## src/rtl/mem_port_arbiter.sv

```systemverilog
// ---------------------------------------------------------------------------
// mem_port_arbiter
//
// Shares one byte-wide memory port between the instruction-fetch requester
// and the data load/store requester. Each 32-bit access becomes four
// big-endian byte transfers. Read bytes are assembled into a word. When both
// requesters are pending, grants alternate between them.
//
// Ports
//   clk, reset     : rising-edge clock, synchronous active-high reset
//   fetch_*        : word-read requester (req level, cancel, done pulse, rdata)
//   data_*         : load/store requester (req level, addr, we, size, wdata,
//                    done/err pulses, zero-extended rdata)
//   busy           : high in XFER and DONE
//   mem_*          : byte-wide memory port (req held until ack)
// ---------------------------------------------------------------------------
module mem_port_arbiter #(
  parameter int ADDR_WIDTH = 32
) (
  input  logic                  clk,
  input  logic                  reset,
  input  logic                  fetch_req,
  input  logic [ADDR_WIDTH-1:0] fetch_addr,
  input  logic                  fetch_cancel,
  output logic                  fetch_done,
  output logic [31:0]           fetch_rdata,
  input  logic                  data_req,
  input  logic [ADDR_WIDTH-1:0] data_addr,
  input  logic                  data_we,
  input  logic                  data_size,
  input  logic [31:0]           data_wdata,
  output logic                  data_done,
  output logic [31:0]           data_rdata,
  output logic                  data_err,
  output logic                  busy,
  output logic                  mem_req,
  output logic [ADDR_WIDTH-1:0] mem_addr,
  output logic                  mem_we,
  output logic [7:0]            mem_wdata,
  input  logic                  mem_ack,
  input  logic [7:0]            mem_rdata
);

  localparam logic [1:0] ST_IDLE = 2'd0;
  localparam logic [1:0] ST_XFER = 2'd1;
  localparam logic [1:0] ST_DONE = 2'd2;

  localparam logic GRANT_FETCH = 1'b0;
  localparam logic GRANT_DATA  = 1'b1;

  logic [1:0]            state_q, state_d;
  logic                  grant_q, grant_d;
  logic                  last_grant_q, last_grant_d;
  logic [ADDR_WIDTH-1:0] addr_q, addr_d;
  logic                  we_q, we_d;
  logic                  size_q, size_d;
  logic [31:0]           wdata_q, wdata_d;
  logic [2:0]            count_q, count_d;
  logic [31:0]           rdata_q, rdata_d;
  logic                  err_q, err_d;
  logic                  cancel_q, cancel_d;

  logic       fetch_elig;
  logic       pick_data;
  logic [1:0] lane;
  logic [2:0] n_bytes;
  logic       fetch_abort;

  // Big-endian: transfer 0 carries the most significant byte.
  assign lane        = 2'd3 - count_q[1:0];
  assign n_bytes     = size_q ? 3'd4 : 3'd1;
  assign fetch_elig  = fetch_req && !fetch_cancel;
  // Tie goes to whoever was not granted last.
  assign pick_data   = data_req && (!fetch_elig || (last_grant_q == GRANT_FETCH));
  // A cancel seen at any point of a fetch byte (including wait cycles) aborts
  // after the current handshake.
  assign fetch_abort = (grant_q == GRANT_FETCH) && (fetch_cancel || cancel_q);

  always_comb begin
    state_d      = state_q;
    grant_d      = grant_q;
    last_grant_d = last_grant_q;
    addr_d       = addr_q;
    we_d         = we_q;
    size_d       = size_q;
    wdata_d      = wdata_q;
    count_d      = count_q;
    rdata_d      = rdata_q;
    err_d        = err_q;
    cancel_d     = cancel_q;

    case (state_q)
      ST_IDLE: begin
        err_d    = 1'b0;
        cancel_d = 1'b0;
        if (fetch_elig || data_req) begin
          count_d = 3'd0;
          rdata_d = 32'h0;
          if (pick_data) begin
            grant_d      = GRANT_DATA;
            last_grant_d = GRANT_DATA;
            addr_d       = data_addr;
            we_d         = data_we;
            size_d       = data_size;
            wdata_d      = data_wdata;
            if (data_size && (data_addr[1:0] != 2'b00)) begin
              // Misaligned word: skip the memory and report through DONE.
              err_d   = 1'b1;
              state_d = ST_DONE;
            end else begin
              state_d = ST_XFER;
            end
          end else begin
            grant_d      = GRANT_FETCH;
            last_grant_d = GRANT_FETCH;
            addr_d       = fetch_addr;
            we_d         = 1'b0;
            size_d       = 1'b1;
            wdata_d      = 32'h0;
            state_d      = ST_XFER;
          end
        end
      end

      ST_XFER: begin
        if (grant_q == GRANT_FETCH && fetch_cancel) begin
          cancel_d = 1'b1;
        end
        if (mem_ack) begin
          if (size_q) begin
            rdata_d[{lane, 3'b000} +: 8] = mem_rdata;
          end else begin
            rdata_d[7:0] = mem_rdata;
          end
          count_d = count_q + 3'd1;
          if (fetch_abort) begin
            state_d = ST_IDLE;
          end else if ((count_q + 3'd1) == n_bytes) begin
            state_d = ST_DONE;
          end
        end
      end

      ST_DONE: begin
        state_d = ST_IDLE;
      end

      default: begin
        state_d = ST_IDLE;
      end
    endcase
  end

  always_ff @(posedge clk) begin
    if (reset) begin
      state_q      <= ST_IDLE;
      grant_q      <= GRANT_FETCH;
      last_grant_q <= GRANT_FETCH;
      addr_q       <= '0;
      we_q         <= 1'b0;
      size_q       <= 1'b0;
      wdata_q      <= 32'h0;
      count_q      <= 3'd0;
      rdata_q      <= 32'h0;
      err_q        <= 1'b0;
      cancel_q     <= 1'b0;
    end else begin
      state_q      <= state_d;
      grant_q      <= grant_d;
      last_grant_q <= last_grant_d;
      addr_q       <= addr_d;
      we_q         <= we_d;
      size_q       <= size_d;
      wdata_q      <= wdata_d;
      count_q      <= count_d;
      rdata_q      <= rdata_d;
      err_q        <= err_d;
      cancel_q     <= cancel_d;
    end
  end

  // Outputs decode directly from registered state, so they are all zero while
  // in IDLE and in the cycle after reset.
  assign busy        = (state_q != ST_IDLE);
  assign mem_req     = (state_q == ST_XFER);
  assign mem_addr    = mem_req ? (addr_q + ADDR_WIDTH'(count_q)) : '0;
  assign mem_we      = mem_req && we_q;
  assign mem_wdata   = !mem_we ? 8'h00 :
                       size_q  ? wdata_q[{lane, 3'b000} +: 8] : wdata_q[7:0];

  assign fetch_done  = (state_q == ST_DONE) && (grant_q == GRANT_FETCH);
  assign data_done   = (state_q == ST_DONE) && (grant_q == GRANT_DATA) && !err_q;
  assign data_err    = (state_q == ST_DONE) && (grant_q == GRANT_DATA) && err_q;
  assign fetch_rdata = fetch_done ? rdata_q : 32'h0;
  assign data_rdata  = data_done  ? rdata_q : 32'h0;

endmodule

```

## config.mk

```make
export PLATFORM = sky130hd
export DESIGN_NAME = mem_port_arbiter
export DESIGN_NICKNAME = d
export VERILOG_FILES = /design/src/rtl/mem_port_arbiter.sv
export SDC_FILE = /design/constraint.sdc
export NUM_CORES = 1
export LEC_CHECK = 0
export ABC_AREA = 1
export BUFFER_PORTS_ARGS = -buffer_cell sky130_fd_sc_hd__buf_2
export CORE_MARGIN = 2
export CORE_UTILIZATION = 25
export CTS_BUF_LIST = sky130_fd_sc_hd__clkbuf_4 sky130_fd_sc_hd__clkbuf_8 sky130_fd_sc_hd__clkbuf_16
export CTS_CLUSTER_SIZE = 20
export DETAILED_ROUTE_END_ITERATION = 8
export PLACE_DENSITY_LB_ADDON = 0.12
export RECOVER_POWER = 100
export SLEW_MARGIN = 10
export SYNTH_ARGS = -nofsm -noshare
export SYNTH_HDL_FRONTEND = slang
export SYNTH_SLANG_ARGS = --single-unit
```

## constraint.sdc

```tcl
create_clock -name clk -period 5.8 [get_ports clk]
set_input_delay 0.29 -clock clk [delete_from_list [all_inputs] [get_ports clk]]
set_output_delay 0.29 -clock clk [all_outputs]
set_load 0.02 [all_outputs]
```

==> results summary, run 1 <==
The sum of net half-perimeters after detailed placement came out at 17,400 um. The library cell contributing the largest single delay on the critical path is sky130_fd_sc_hd__dfxtp_1. The number of placed instances, taps included, is 1,599. The final worst slack came out at 1850 ps. The final layout contains routed wiring with a total length of 23,100 um. The share of total power dissipated in the clock network is 0.267. The area of the core is 25,900 um2. The mux cell area share after synthesis came out at 0.

The count of fill cells added during filler insertion came out at 3,039. For this design the static power due to leakage is 3.58 nW. The sequential fraction of the synthesis area came out at 0.323. The critical path goes through ha_1 > inv_1 > fa_1 > o21ai_0 > nand2_1 > nor2_1 > nand2_1 > nand2_1 > nand2_1 > nor2_1 > clkbuf_1. The first-pass GRT wire length is 36,700 um.

The top achievable clock speed is 0.253 GHz. The mapped netlist covers 6570 um2. The worst-case clock buffer depth is 2. The average detailed-routed wire length per instance is 14.3 um. The count of inserted antenna diode cells is 0. In this run, CTS created clock tree buffers numbering 9. The synthesized area divided by synthesized cell count is 6.02 um2. The path class of the tightest hold or removal check is input pin to flop.

The number of synthesized register bits is 106. The initial antenna violation count is 0. The number of nets with antenna violations after detailed routing came out at 0. The final setup TNS came out at 0 ps. The largest family of logic cells by synthesized area is simple AND/OR/NAND/NOR gates. Of the total power, the share spent switching nets is 0.408.

The number of cell rows came out at 59. The path type of the worst setup path is flop to output pin. For this run, design rule violations remaining after detail routing come to 0. The buffer count from post-CTS setup fixing came out at 0.

The clock input transition at the sequential cells of the worst setup and hold paths came out at 90 ps. STA classifies the critical path startpoint as a flop. The total number of yosys warnings is 0.

The count of buffers added on input and output ports is 221. Of the total synthesized cell area, the portion taken by AND, OR, NAND and NOR gates is 0.403. Of the total power, combinational logic draws 0.334. The worst hold path begins at data_wdata[28]. The synthesized netlist cell count is 1,090. The fraction of final layout cells sized beyond drive strength 1 is 0.116. Subtracting the final worst setup slack from the clock period gives 3950 ps. The fraction of power consumed by sequential logic came out at 0.400. On the worst path, the slowest cell contributes a delay of 890 ps.

The maximum number of pins on one net before global-route repair is 64. The number of endpoints with negative hold slack in the final report is 0. The via-per-instance ratio came out at 4.48.

For this run, the total global-route usage over all layers was measured as 0.165. Buffers inserted to repair hold after CTS numbered 0. The timing startpoint of the critical path is count_q[0]. The final reports fail on capacitance limit, slew limit. The finished layout holds 1,615 standard cells, fillers aside. Summing over every cut layer, the via total after detailed routing is 7,230.

The peak supply drop is 0.0994 mV. Clock tree synthesis selected as its root buffer the cell sky130_fd_sc_hd__clkbuf_16. In this run, the number of DRC markers left after iteration 0 of detailed routing was 390. The number of maximum-capacitance constraint violations is 3. The clock skew is 15.6 ps. TritonCTS built the clock tree. The post-cts resize count is 0.

The max-slew violation count came out at 145. Setup repair after global routing left no endpoint under its margin. From synthesis to final layout, the design area changed by 22.2%. Data on the critical path arrives at its endpoint at 3660 ps. Of the total synthesized cell area, the portion taken by full adders, half adders and majority gates is 0.0183. The beginning of the worst register-to-register path is count_q[0]. The internal power of the cells totals 1.40 mW. Of the available clock period, the critical path in the final layout requires 0.681.

The switching power total came out at 968 uW. The worst pin sits at a relative slew slack of -0.995. Of the total synthesized cell area, the portion taken by XOR and XNOR cells is 0.00267. The library cell used most frequently in the layout, excluding fill and tap cells, is sky130_fd_sc_hd__nor2_1. Setup violations remaining at the end of the flow were counted as 0. The global-route congestion overflow total is 0. The setup slack after placement is 2430 ps. The height of the die is 166 um. The number of distinct library cells after synthesis is 34. The count of boundary I/O pins came out at 222.

The peak fanout along the critical path is 24. The overall die area came out at 27,600 um2. Clock latency on the worst-skew pair, taken at its later pin, is 360 ps. In the final design database the tool counted 1,396 nets. The die is 166 um wide. The number of nets in the synthesized netlist is 1,211. For the pin with the worst max-slew slack, the measured transition is 2990 ps. Data on the critical path is required at its endpoint by 5510 ps. The sink count of the clock tree came out at 106. The H-tree was split into 3 levels. The area fraction in compound gates after synthesis came out at 0.144.

The share of the core filled with cells came out at 0.310. By instance count, the cell type seen most on the critical path is sky130_fd_sc_hd__nand2_1. The number of global-route vias before repair came out at 6,663.

The first detailed-routing pass took 4 iterations. For this configuration, the core starts out at a cell density of 0.253. In this run the power density over the cells is 296 nW/um2. The worst setup path is captured at an output pin.

The run finished, with violations left. The weighted congestion reported at the end of routability-driven placement came out at 0.874. In the layout the commonest cells are 290 x sky130_fd_sc_hd__nor2_1, 261 x sky130_fd_sc_hd__nand2_1, 117 x sky130_fd_sc_hd__inv_1.
[metrics by stage]
stage | cell area, um2 | hold WS, ps | power (mW)
finish | 8020 | 157 | 2.37
floorplan | 6570 | 438 | 1.54
global placement | 7880 | 460 | 1.78
detailed placement | 7880 | 459 | 1.78
global route | 8020 | 155 | 2.56
CTS | 8180 | 146 | 2.43
[cells by family after synthesis]
| logic type | Yosys count |
|---|---|
| AO/OA/AOI/OAI | 149 |
| XOR/XNOR | 2 |
| adder cells (fa/ha/maj) | 9 |
| buffers and inverters | 174 |
| flip-flops | 106 |
| AND/OR/NAND/NOR | 650 |
[cells in the mapped netlist (all sizes together)]
cell type / n / area share
clkinv: 1 / 0.00057
o21bai: 1 / 0.0011
or2: 3 / 0.0029
nand3b: 2 / 0.0023
nand2: 267 / 0.16
buf: 18 / 0.018
fa: 1 / 0.0030
o211ai: 32 / 0.037
nor2: 291 / 0.17
clkbuf: 34 / 0.021
dfxtp: 106 / 0.32
inv: 121 / 0.070
nand3: 81 / 0.067
a21oi: 35 / 0.027
xnor2: 2 / 0.0027
nand4: 2 / 0.0029
nor3: 4 / 0.0030
o21ai: 37 / 0.028
ha: 8 / 0.015
a211oi: 3 / 0.0034
o22a: 8 / 0.011
a22oi: 33 / 0.038
[state kept, by name (all words and copies together), names as in the netlist]
signal and flops:
we_q 1, rdata_q 32, count_q 3, cancel_q 1, wdata_q 32, err_q 1, state_q 2, size_q 1
last_grant_q 1, addr_q 32
[layout make-up]
| class | count | area (um2) | area share |
|---|---|---|---|
| sequential | 106 | 2120 | 0.265 |
| inverter | 122 | 460 | 0.0574 |
| clock inverter | 7 | 80.1 | 0.00998 |
| timing repair buffer | 226 | 1000 | 0.125 |
| clock buffer | 9 | 225 | 0.0281 |
| tap | 335 | 419 | 0.0523 |
| multi-input combinational | 810 | 3710 | 0.463 |
[path summary, 6_finish.rpt]
check	end	slack [ps]	cells past startpoint
setup reg to reg	rdata_q[19]	2340	8
hold / removal	wdata_q[28]	160	3
hold reg to reg	rdata_q[1]	470	2
setup / recovery	mem_addr[30]	1850	11
[worst max-delay path: cells and delay by family, from the launching register on]
family / cells / cell delay [ps]
AO/OA/AOI/OAI: 1 / 630
adder cells (fa/ha/maj): 2 / 720
buffers and inverters: 2 / 370
flip-flops: 1 / 890
AND/OR/NAND/NOR: 6 / 710
[metal layers]
layer / global-route usage / routed length (um) / vias to the layer above
met3: 0.0222 / 968 / 16
met4: 0.0412 / 286 / 0
li1: - / - / 3818
met1: 0.246 / 11900 / 3239
met2: 0.252 / 9920 / 157
met5: 0 / 0 / -
[power groups by stage]
stage                     Sequential, mW  Combinational, mW  Clock, mW
after global routing               0.964              0.910      0.691
final                              0.947              0.791      0.633
after global placement             0.967              0.813          0
after CTS                          0.949              0.818      0.660
after detailed placement           0.965              0.814          0
after floorplan                    0.923              0.619          0
(Power assumes the default switching activity.)
==> run 2: changes to the inputs <==
==> constraint.sdc (replaced) <==
create_clock -name clk -period 3.45 [get_ports clk]
set_input_delay 0.1725 -clock clk [delete_from_list [all_inputs] [get_ports clk]]
set_output_delay 0.1725 -clock clk [all_outputs]
set_load 0.02 [all_outputs]
==> results summary, run 2 (same netlist as run 1, synthesis figures left out) <==
The clock skew came to 14.6 ps (was 15.6 ps). Largest registers ranked by flip-flop count: addr_q: 32 flops, rdata_q: 32 flops, wdata_q: 32 flops (unchanged). The buffer cell driving the clock tree root is sky130_fd_sc_hd__clkbuf_16 (unchanged). The final layout net count was 1,402 (was 1,396). The library cell appearing most often on the critical path is sky130_fd_sc_hd__nand2_1 (unchanged). The count of boundary I/O pins came out at 222 (unchanged). The power density of the placed cells is 499 nW/um2 (was 296 nW/um2). The worst-case hold path end point was wdata_q[29] (was wdata_q[28]).

The overall die area came to 27,600 um2 (unchanged). The busiest layer in global routing is met2 (unchanged). The gate family responsible for the most delay along the worst path is simple AND/OR/NAND/NOR gates (was flip-flops). The buffer count from post-CTS setup fixing is 0 (unchanged). The clock buffer count from CTS is 9 (unchanged).

The worst-skew pair later-pin latency is 360 ps (about the same). The count of cells along the worst register-to-register path is 9 (was 8). The library cell contributing the largest single delay on the critical path is sky130_fd_sc_hd__o21ai_0 (was sky130_fd_sc_hd__dfxtp_1). The startpoint of the tightest hold check path is data_wdata[29] (was data_wdata[28]). The path type of the worst setup path is flop to output pin (unchanged). The leakage power summed over all cells came out at 3.65 nW (was 3.58 nW). The initial standard-cell utilization of the core is 0.253 (unchanged). The top achievable clock speed is 0.336 GHz. The worst hold path class is input pin to flop (unchanged). The required time of the critical path is 3280 ps (was 5510 ps). The largest stage delay on the critical path was 580 ps (was 890 ps). The beginning of the worst register-to-register path is state_q[1] (was count_q[0]).

The number of maximum-capacitance constraint violations is 0 (was 3). The total routed wirelength came out at 23,500 um (was 23,100 um). The signed area change from the synthesized netlist to the final layout is 22.8% (was 22.2%). The count of inserted antenna diode cells came to 0 (unchanged). Setup repair after global routing missed its margin: false (unchanged). The iteration-0 DRC count of the detailed router is 385 (was 390). The met1 routing resource usage after global routing is 0.243 (was 0.246). The number of cells on the critical path came out at 11 (unchanged).

The weighted congestion reported at the end of routability-driven placement is 0.841 (was 0.874). The area taken by flip-flops and latches came out at 2120 um2 (unchanged). The transition time of the tightest slew-check pin came out at 969 ps (was 2990 ps). The number of global-route vias before repair came to 6,875 (was 6,663). The worst path arrival time came out at 2800 ps (was 3660 ps).

The slack of the worst reg-to-reg path is 680 ps (was 2340 ps). The post-cts resize count came out at 0 (unchanged). The final critical-path required period is 2970 ps. The sum of net half-perimeters after detailed placement is 17,600 um (was 17,400 um).

The post-cts hold buffer count came to 0 (unchanged). The combined buffer and inverter count along the critical path came out at 2 (unchanged). The global-route congestion overflow total is 0 (unchanged). The via-per-instance ratio came out at 4.51 (was 4.48). The worst-case clock buffer depth is 2 (unchanged). The setup slack after placement came out at 1040 ps (was 2430 ps). The die width came out at 166 um (unchanged). The count of fill cells added during filler insertion was 2,983 (was 3,039). The final setup TNS came out at 0 ps (unchanged). The final worst slack is 476 ps (was 1850 ps). The final standard cell count with taps included and fillers excluded came out at 1,621 (was 1,615). The combined area of the multi-input logic cells is 3680 um2 (was 3710 um2).

The global-route track usage on met3 came to 0.0236 (was 0.0222). The clock input transition at the sequential cells of the worst setup and hold paths came out at 90 ps (about the same). The peak fanout along the critical path is 6 (was 24). The first-pass GRT wire length is 37,300 um (was 36,700 um).

The met2 layer usage reported by global route came to 0.264 (was 0.252). The clock tree from TritonCTS is built (unchanged). The total number of H-tree levels came out at 3 (unchanged). The nature of the critical path endpoint is an output pin (unchanged).

The sink count of the clock tree came out at 106 (unchanged). The iteration count of the initial detailed-routing pass was 5 (was 4). The max-slew violation count is 0 (was 145).

The port buffer count is 221 (unchanged). The final routed DRC violation total is 0 (unchanged). The cell total after placement is 1,605 (was 1,599). The area of the core is 25,900 um2 (unchanged). The initial antenna violation count is 0 (unchanged). The peak supply drop came out at 0.220 mV (was 0.0994 mV). The global router's overall resource usage was 0.168 (was 0.165).

The number of nets with antenna violations after detailed routing is 0 (unchanged). Run status: completed (was finished, violations left). Dividing the final minimum period by the clock period gives 0.862. Top library cells by usage in the layout, fill and taps aside: 290 x sky130_fd_sc_hd__nor2_1, 259 x sky130_fd_sc_hd__nand2_1, 120 x sky130_fd_sc_hd__buf_2 (was 290 x sky130_fd_sc_hd__nor2_1, 261 x sky130_fd_sc_hd__nand2_1, 117 x sky130_fd_sc_hd__inv_1). The depth of the worst hold-timing path is 3 (unchanged). The commonest non-fill, non-tap cell in the layout is sky130_fd_sc_hd__nor2_1 (unchanged). The element type at the critical path start is a flop (unchanged). The normalized max-slew margin came out at 0.353 (was -0.995).

The total via count in the routed design is 7,310 (was 7,230). The total setup violations reported at the end of the flow was 0 (unchanged). Crit path cell chain: ha_1 > inv_1 > fa_1 > o21ai_0 > nand2_1 > nor2_1 > nand2_1 > nand2_1 > nand2_1 > nor2_1 > buf_2 (was ha_1 > inv_1 > fa_1 > o21ai_0 > nand2_1 > nor2_1 > nand2_1 > nand2_1 > nand2_1 > nor2_1 > clkbuf_1). The maximum number of pins on one net before global-route repair came out at 48 (was 64). The average detailed-routed wire length per instance came out at 14.5 um (was 14.3 um).

The height of the die came out at 166 um (unchanged). The number of endpoints with negative hold slack in the final report is 0 (unchanged). The terminus of the critical flop-to-flop path is rdata_q[24] (was rdata_q[19]). The fraction of final layout cells sized beyond drive strength 1 is 0.125 (was 0.116).

The number of cell rows came to 59 (unchanged).
==> run 2: how the worst max path moves through the flow <==
stage                     from            to  slack [ps]
CTS                 count_q[0]  mem_addr[30]         630
detailed placement  count_q[0]  mem_addr[30]        1040
finish              count_q[0]  mem_addr[30]         480
global placement    count_q[0]  mem_addr[30]        1070
global route        count_q[0]  mem_addr[30]         220
floorplan           count_q[1]  mem_addr[16]        1080
==> run 2: power by group <==
| group | total, mW | internal (mW) | switching (mW) |
|---|---|---|---|
| clock | 1.09 | 0.530 | 0.564 |
| combinational | 1.34 | 0.421 | 0.923 |
| sequential | 1.58 | 1.42 | 0.159 |
==> run 2: layout make-up <==
cell class / count / share of cell area
Timing Repair Buffer: 232 / 0.132
Tap cell: 335 / 0.0520
Sequential cell: 106 / 0.263
Clock buffer: 9 / 0.0279
Clock inverter: 7 / 0.0116
Inverter: 122 / 0.0571
Multi-Input combinational cell: 810 / 0.456
==> run 2: layer usage <==
layer / up-vias / part of all wire
met1: 3297 / 0.51
li1: 3832 / -
met3: 15 / 0.042
met5: - / 0
met4: 0 / 0.010
met2: 166 / 0.44
==> run 2: stage by stage <==
stage / instance area (um2) / util / total power, mW / hold slack [ps]
final: 8070 / 0.311 / 4.02 / 34.8
after floorplan: 6570 / - / 2.59 / 321
after global placement: 7940 / 0.306 / 3.01 / 411
after global routing: 8070 / 0.311 / 4.36 / 24.9
after detailed placement: 7940 / 0.306 / 3.01 / 415
after CTS: 8260 / 0.319 / 4.14 / 19.6
==> run 2: worst register-to-register path, delay by kind of cell (launching register included) <==
kind          cells  cell delay (ps)
buf+inv           3              710
flops             1              410
simple gates      6             1560
